--- config.mk ---
export PLATFORM = sky130hd
export DESIGN_NAME = binary_quiz_controller
export DESIGN_NICKNAME = d
export VERILOG_FILES = /design/src/rtl/binary_quiz_controller.sv
export SDC_FILE = /design/constraint.sdc
export NUM_CORES = 1
export LEC_CHECK = 0
export CELL_PAD_IN_SITES_DETAIL_PLACEMENT = 0
export CELL_PAD_IN_SITES_GLOBAL_PLACEMENT = 1
export CORE_ASPECT_RATIO = 2
export CORE_MARGIN = 4
export CORE_UTILIZATION = 43
export CTS_CLUSTER_DIAMETER = 150
export DETAILED_ROUTE_END_ITERATION = 10
export GPL_TIMING_DRIVEN = 0
export PLACE_DENSITY = 0.8
export SETUP_SLACK_MARGIN = 0.3
export SLEW_MARGIN = 5
export SYNTH_ARGS = -nofsm -noshare
export SYNTH_HDL_FRONTEND = slang
export SYNTH_SLANG_ARGS = --single-unit
export TNS_END_PERCENT = 50
--- constraint.sdc ---
create_clock -name clk -period 2.24 [get_ports clk]
set_clock_uncertainty 0.1 [all_clocks]
set_input_delay 0.448 -clock clk [delete_from_list [all_inputs] [get_ports clk]]
set_output_delay 0.448 -clock clk [all_outputs]
set_load 0.02 [all_outputs]
--- src/rtl/binary_quiz_controller.sv ---
// Round controller for the DIP-switch binary counting game: LFSR target, debounced answer/submit, scoring.
// Optional build macro BINARY_QUIZ_PENALTY_EN: a wrong answer also decrements the score (saturating at 0).
module binary_quiz_controller #(
  parameter int DEBOUNCE_CYCLES = 16,
  parameter int FEEDBACK_CYCLES = 32
) (
  input  logic       clk,
  input  logic       rst_n,
  input  logic [3:0] sw,
  input  logic       submit,
  output logic [3:0] digit,
  output logic       correct,
  output logic       wrong,
  output logic [7:0] score
);

  localparam int DBW = $clog2(DEBOUNCE_CYCLES + 1);
  localparam int FBW = $clog2(FEEDBACK_CYCLES + 1);
  localparam logic [DBW-1:0] DB_LAST = DBW'(DEBOUNCE_CYCLES - 1);
  localparam logic [FBW-1:0] FB_LAST = FBW'(FEEDBACK_CYCLES - 1);

  typedef enum logic [1:0] {
    ST_LOAD     = 2'd0,
    ST_PLAY     = 2'd1,
    ST_FEEDBACK = 2'd2
  } state_t;

  function automatic logic [7:0] sat_inc(input logic [7:0] v);
    return (v == 8'hFF) ? v : v + 8'h01;
  endfunction

  function automatic logic [7:0] sat_dec(input logic [7:0] v);
    return (v == 8'h00) ? v : v - 8'h01;
  endfunction

  logic [3:0]     r_sw_s1, r_sw_s2, r_sw_db;
  logic [DBW-1:0] r_sw_cnt;
  logic           r_sub_s1, r_sub_s2, r_sub_db, r_sub_db_d;
  logic [DBW-1:0] r_sub_cnt;
  logic [7:0]     r_lfsr;
  state_t         r_state, w_state_nxt;
  logic [FBW-1:0] r_fb_cnt;
  logic [3:0]     r_target;
  logic [7:0]     r_score;
  logic           r_correct, r_wrong;
  logic           w_correct_nxt, w_wrong_nxt;
  logic           w_press, w_match;

  // Switch synchronizer and debounce; s1 is the next synchronized value, so a pending change restarts the count
  always_ff @(posedge clk) begin
    if (!rst_n) begin
      r_sw_s1  <= 4'h0;
      r_sw_s2  <= 4'h0;
      r_sw_db  <= 4'h0;
      r_sw_cnt <= {DBW{1'b0}};
    end else begin
      r_sw_s1 <= sw;
      r_sw_s2 <= r_sw_s1;
      if (r_sw_cnt == DB_LAST && r_sw_s2 != r_sw_db) begin
        r_sw_db  <= r_sw_s2;
        r_sw_cnt <= {DBW{1'b0}};
      end else if (r_sw_s1 != r_sw_s2 || r_sw_s2 == r_sw_db) begin
        r_sw_cnt <= {DBW{1'b0}};
      end else begin
        r_sw_cnt <= r_sw_cnt + 1'b1;
      end
    end
  end

  // Submit synchronizer, debounce and edge history
  always_ff @(posedge clk) begin
    if (!rst_n) begin
      r_sub_s1   <= 1'b0;
      r_sub_s2   <= 1'b0;
      r_sub_db   <= 1'b0;
      r_sub_db_d <= 1'b0;
      r_sub_cnt  <= {DBW{1'b0}};
    end else begin
      r_sub_s1   <= submit;
      r_sub_s2   <= r_sub_s1;
      r_sub_db_d <= r_sub_db;
      if (r_sub_cnt == DB_LAST && r_sub_s2 != r_sub_db) begin
        r_sub_db  <= r_sub_s2;
        r_sub_cnt <= {DBW{1'b0}};
      end else if (r_sub_s1 != r_sub_s2 || r_sub_s2 == r_sub_db) begin
        r_sub_cnt <= {DBW{1'b0}};
      end else begin
        r_sub_cnt <= r_sub_cnt + 1'b1;
      end
    end
  end

  assign w_press = r_sub_db & ~r_sub_db_d;
  assign w_match = (r_sw_db == r_target);

  // Free-running LFSR, x^8+x^6+x^5+x^4+1
  always_ff @(posedge clk) begin
    if (!rst_n) begin
      r_lfsr <= 8'hA5;
    end else begin
      r_lfsr <= {r_lfsr[6:0], r_lfsr[7] ^ r_lfsr[5] ^ r_lfsr[4] ^ r_lfsr[3]};
    end
  end

  // FSM state register with registered indication outputs
  always_ff @(posedge clk) begin
    if (!rst_n) begin
      r_state   <= ST_LOAD;
      r_correct <= 1'b0;
      r_wrong   <= 1'b0;
    end else begin
      r_state   <= w_state_nxt;
      r_correct <= w_correct_nxt;
      r_wrong   <= w_wrong_nxt;
    end
  end

  // FSM next-state logic
  always_comb begin
    w_state_nxt = r_state;
    case (r_state)
      ST_LOAD:     w_state_nxt = ST_PLAY;
      ST_PLAY: begin
        if (w_press) w_state_nxt = ST_FEEDBACK;
        else         w_state_nxt = ST_PLAY;
      end
      ST_FEEDBACK: begin
        if (r_fb_cnt == FB_LAST) w_state_nxt = ST_LOAD;
        else                     w_state_nxt = ST_FEEDBACK;
      end
      default:     w_state_nxt = ST_LOAD;
    endcase
  end

  // FSM output logic: next values of the correct/wrong indication
  always_comb begin
    w_correct_nxt = 1'b0;
    w_wrong_nxt   = 1'b0;
    case (r_state)
      ST_PLAY: begin
        if (w_press) begin
          w_correct_nxt = w_match;
          w_wrong_nxt   = ~w_match;
        end else begin
          w_correct_nxt = 1'b0;
          w_wrong_nxt   = 1'b0;
        end
      end
      ST_FEEDBACK: begin
        if (r_fb_cnt == FB_LAST) begin
          w_correct_nxt = 1'b0;
          w_wrong_nxt   = 1'b0;
        end else begin
          w_correct_nxt = r_correct;
          w_wrong_nxt   = r_wrong;
        end
      end
      default: begin
        w_correct_nxt = 1'b0;
        w_wrong_nxt   = 1'b0;
      end
    endcase
  end

  // Round datapath: target capture, feedback timer and score
  always_ff @(posedge clk) begin
    if (!rst_n) begin
      r_target <= 4'h0;
      r_score  <= 8'h00;
      r_fb_cnt <= {FBW{1'b0}};
    end else begin
      if (r_state == ST_FEEDBACK) begin
        r_fb_cnt <= r_fb_cnt + 1'b1;
      end else begin
        r_fb_cnt <= {FBW{1'b0}};
      end
      if (r_state == ST_LOAD) begin
        r_target <= r_lfsr[3:0];
      end
      if (r_state == ST_PLAY && w_press) begin
        if (w_match) begin
          r_score <= sat_inc(r_score);
        end else begin
`ifdef BINARY_QUIZ_PENALTY_EN
          r_score <= sat_dec(r_score);
`else
          r_score <= r_score;
`endif
        end
      end
    end
  end

  assign digit   = r_target;
  assign correct = r_correct;
  assign wrong   = r_wrong;
  assign score   = r_score;

endmodule

# ---- Word-level counts from Yosys, hierarchy flattened
# Cells that the tools add are included.
dict set report totals {
  mem_bits_rw 0
  reg_bits 56
  latchBits 0
  wordCells 60
  romBits 0
  n_memories 0
}
dict set report classes {
  order_cmp 0
  eq_ne 14
  bitwise_logic 8
  reduce_logical 10
  div_mod_pow 0
  n_shift 0
  mux 8
  multipliers 0
  add_sub_neg 4
}
# cell count
set op_table {}
lappend op_table {{adder 5 x 1 -> 5 bit, second input constant} 2}
lappend op_table {{equality test 5 x 4 -> 1 bit, second input constant} 2}
lappend op_table {{adder 8 x 1 -> 8 bit, second input constant} 1}
lappend op_table {{equality test 4 bit} 2}
lappend op_table {{equality test 8 bit, second input constant} 1}
lappend op_table {{!= test 4 bit} 2}
lappend op_table {{adder 6 x 1 -> 6 bit, second input constant} 1}
lappend op_table {{equality test 6 x 5 -> 1 bit, second input constant} 1}
lappend op_table {{case mux 2 bit (3 select lines)} 1}
lappend op_table {{OR reduction 3 bit} 2}
lappend op_table {{two-way mux 2 bit} 2}
lappend op_table {{inverter 1 bit} 4}
lappend op_table {{case mux 1 bit (2 select lines)} 2}
lappend op_table {{logical AND 1 bit} 3}
lappend op_table {{two-way mux 1 bit} 3}
lappend op_table {{AND reduction 3 bit} 1}
lappend op_table {{XOR 1 bit} 3}
lappend op_table {{equality test 2 x 1 -> 1 bit, second input constant} 1}
lappend op_table {{equality test 2 bit, second input constant} 1}
lappend op_table {{logical NOT 2 bit} 1}
lappend op_table {{logical OR 1 bit} 2}
lappend op_table {{!= test 1 bit} 2}
lappend op_table {{!= test 2 bit, second input constant} 1}
lappend op_table {{AND reduction 2 bit} 1}
lappend op_table {{2 further kinds} 2}

# ---- Depth between registers and ports, before layout
dict set report depth {
  ltp_word 4
  mapped_depth 7
  mapped_depth_nobuf 6
}

# ---- Least setup slack after synthesis
# Ideal clock, no wire load.
dict set report synth_path {
  path_type {reg2reg}
  start {register r_target[3] (netlist: digit[3])}
  end {register r_score[7] (netlist: score[7])}
  arrival_time_ns 1.706
  setup_time_ns 0.070
  period_less_slack_ns 1.876
  setup_slack_ns 0.364
  required_ns 2.070
  n_path_buf 1
  stages_incl_launch_ff 7
  path_cell_list {dfxtp_1 > xnor2_1 > nand4_1 > or2_0 > clkbuf_2 > or4_1 > a21oi_1}
}
dict set report synth_between {
  elab_chain_len 2
}
# item line_no
set synth_rtl {}
lappend synth_rtl {{from (decl)} 43} ;# logic [3:0] r_target;
lappend synth_rtl {{from (signal assigned)} 178} ;# r_target <= r_lfsr[3:0];
lappend synth_rtl {{equality test 4 bit} 94} ;# assign w_match = (r_sw_db == r_target);
lappend synth_rtl {{AND reduction 3 bit (no line)} -}
lappend synth_rtl {{to (signal assigned)} 182} ;# r_score <= sat_inc(r_score);
lappend synth_rtl {{to (signal assigned)} 187} ;# r_score <= r_score;
lappend synth_rtl {{to (decl)} 44} ;# logic [7:0] r_score;
# No other way between the ends.
# A chain may end at the register's enable or synchronous reset.

# ---- Worst setup path in the final report
dict set report layout_path {
  start {register r_score[3] (netlist: score[3])}
  end {output score[3]}
}
# item line_no
set layout_rtl {}
lappend layout_rtl {{to (decl)} 14} ;# output logic [7:0] score
# No word-level cell between the ends.

==> out/results.ini <==
[clocking]
path_clk_slew_ns=0.10
cts_tree=built
clk_latency_ns=0.30
clkSinkCount=56
htree_levels=2
cts_made_buffers=5
cts-root-buf=clkbuf_8
clockBufferDepth=2

[worst_setup_path]
arrival_ns=1.39
startpoint=score[3]$_SDFFE_PN0P_
cpMaxStageDelayCell=clkdlybuf4s50_1
endpoint=score[3]
critical_path_required_ns=1.69
r2r_start=r_state[1]$_SDFF_PN0_
r2r_cells=7
r2r_slack_ns=0.33
r2r_end=score[7]$_SDFFE_PN0P_
critical_path.max_stage_delay_ns=0.64
cpLargestDelayFamily=buffers and inverters
path_cells=clkdlybuf4s50_1
worst-path-max-fanout=6
startpoint_type=flop
crit_cells=1
path_class=reg2out
path_buf_inv=1
worst_setup_path_end_kind=output pin

[placement]
io_buffer_count=20
place_congestion=0.761
hpwl_mm=2.81
dpl.cell_count=298
placed_area_um2=2410

[global_routing]
grt_max_degree=17
track_usage_pct=13.8
grt_antenna_before_repair=0
grt_pass1_wl_mm=6.59
grt_overflow=0
grt_pass1_vias=1493

[cells_and_area]
n_antenna_cell=0
syn2layout_area_growth_pct=20.1
final_cells=306
fin_area_um2=2570
fin_nets=262
final_layout_size_suffix_gt1_share_pct=7.23
nFillCells=472

[floorplan]
start_util_pct=44.0
io_pins=21
dieArea_um2=6230
die_height_um=108
die_x_um=57.9
rows=36
core_um2=4860

[logic_synthesis]
ys.warnings.count=0
synth_area_um2=2140
ys_types=31
synth_top_area_share_pct=52.4
synth_seq_area_share_pct=52.4
synth_cells=221
synth_nets=234
synth_seq_cells=56
synth_top_cell_by_area=dfxtp_1
synth.most_common_cell=dfxtp_1
synth_common_cells=56 x dfxtp_1, 32 x nor2_1, 16 x and2_1, 16 x xnor2_1
syn_area_per_cell_um2=9.68
synth_ff_type=dfxtp_1
async_reset_ff_share_pct=0
synth-edff-count=0
ys_top_cells_by_area=dfxtp_1 52%, xnor2_1 6.6%, nor2_1 5.6%

[timing]
setup_viol=0
period_minus_slack_ns=1.94
worstMarginPinSlew_ns=0.562
fin_crit_sh_pct=86.5
drv_slew=0
max_freq_mhz=516
max_slew_margin_pct=62.2
hold_viol=0
rsz0062_at_grt=true

[run_status]
outcome=completed

[hold_path]
min_path_type=reg2reg

[route]
ant_nets=0
drt_iter0_drc=12
drc=0
vias=1502
wl_mm=3.90
wl_per_cell_um=12.7
firstDrtPassIters=4
drt-vias-per-instance=4.91

[pwr]
ir_drop_mv=0.650
cellLeakagePower_nw=0.988
power_w=0.00191
power_density_nw_per_um2=743

[flow_run]
drv_cap=0

flip-flops by register name, summed over array words and instances (netlist names):
signal	flops
correct	1
r_sw_s2	4
r_lfsr	8
r_sub_s1	1
r_sub_cnt	5
r_sub_db	1
r_sw_s1	4
r_sw_cnt	5
r_sub_db_d	1
r_sub_s2	1
r_sw_db	4
digit	4
r_state	2
score	8
wrong	1
r_fb_cnt	6
worst min-delay path by stage:
stage / from / endpoint / slack [ns] / depth (start not counted)
floorplan: r_lfsr[6]$_SDFF_PN0_ / r_lfsr[7]$_SDFF_PN1_ / 0.29 / 1
global placement: r_lfsr[6]$_SDFF_PN0_ / r_lfsr[7]$_SDFF_PN1_ / 0.29 / 1
detailed placement: r_lfsr[6]$_SDFF_PN0_ / r_lfsr[7]$_SDFF_PN1_ / 0.30 / 1
CTS: r_lfsr[6]$_SDFF_PN0_ / r_lfsr[7]$_SDFF_PN1_ / 0.32 / 1
global route: r_lfsr[6]$_SDFF_PN0_ / r_lfsr[7]$_SDFF_PN1_ / 0.36 / 1
finish: r_lfsr[6]$_SDFF_PN0_ / r_lfsr[7]$_SDFF_PN1_ / 0.32 / 1
stage by stage:
step	utilization [%]	hold slack (ns)	setup slack, ns	setup TNS (ns)
finish	52.8	0.318	0.303	0
global placement	49.5	0.295	-0.122	-1.18
global route	52.8	0.361	0.246	0
CTS	52.4	0.319	0.251	0
floorplan	-	0.286	0.364	0
detailed placement	49.5	0.297	-0.143	-1.36
where the power goes:
group          switching, W  internal (W)
Combinational     0.0000540     0.0000544
Clock              0.000314      0.000440
Sequential        0.0000208       0.00102
area by class of cell:
class	count	area, µm²	area share [%]
multi-input cells	150	966	37.6
inverters	8	30.0	1.17
plain buffers	7	38.8	1.51
repair buffers	21	210	8.19
clock inverters	2	60.1	2.34
flip-flops and latches	56	1120	43.7
well taps	57	71.3	2.78
clock buffers	5	68.8	2.68
worst reg2reg max path, cell delays in order (launching register included):
cell and delay, ns:
dfxtp_1 0.32, buf_6 0.13, and4bb_4 0.32, o21ai_2 0.09, or2_0 0.20, clkbuf_2 0.14
or4_1 0.40, a21oi_1 0.14
timing repair:
| action | 4_1_cts | 5_1_grt |
|---|---|---|
| hold buffers | 0 | 0 |
| buffers inserted | 1 | 0 |
| hold endpoints to repair | 0 | 0 |
| pin swaps | 1 | 0 |
| setup endpoints to repair | 14 | 20 |
| gates resized for setup | 1 | 7 |
routing by layer:
layer / GRT usage [%] / vias to the layer above / share of wire, %
met5: 0 / - / 0
met1: 14.7 / 696 / 42
met3: 3.12 / 7 / 3.2
met2: 24.4 / 18 / 53
met4: 6.97 / 0 / 2.5
li1: - / 781 / -
cell usage in the layout, fill, tap and decap left out, types with 4 or more instances in the layout:
cell | netlist | final
dfxtp_1 | 56 | 55
nor2_1 | 32 | 32
clkdlybuf4s50_1 | 0 | 19
xnor2_1 | 16 | 16
and2_1 | 16 | 16
nand2_1 | 11 | 11
xor2_1 | 11 | 11
nand3_1 | 9 | 9
inv_1 | 8 | 8
o21ai_0 | 7 | 7
a21oi_1 | 7 | 7
mux2i_1 | 7 | 7
ha_1 | 6 | 6
clkbuf_8 | 0 | 5
nor3_1 | 4 | 4
kinds of logic after synthesis:
family                   count (synthesis)  synth area share, %
AND/OR/NAND/NOR                         92                 21.9
multiplexers                             7                 3.28
XOR/XNOR                                27                 11.1
flip-flops                              56                 52.4
buffers and inverters                   15                 3.04
AO/OA/AOI/OAI                           18                 4.80
adder cells (fa/ha/maj)                  6                 3.51
No activity file was read; power rests on OpenSTA's default activity.
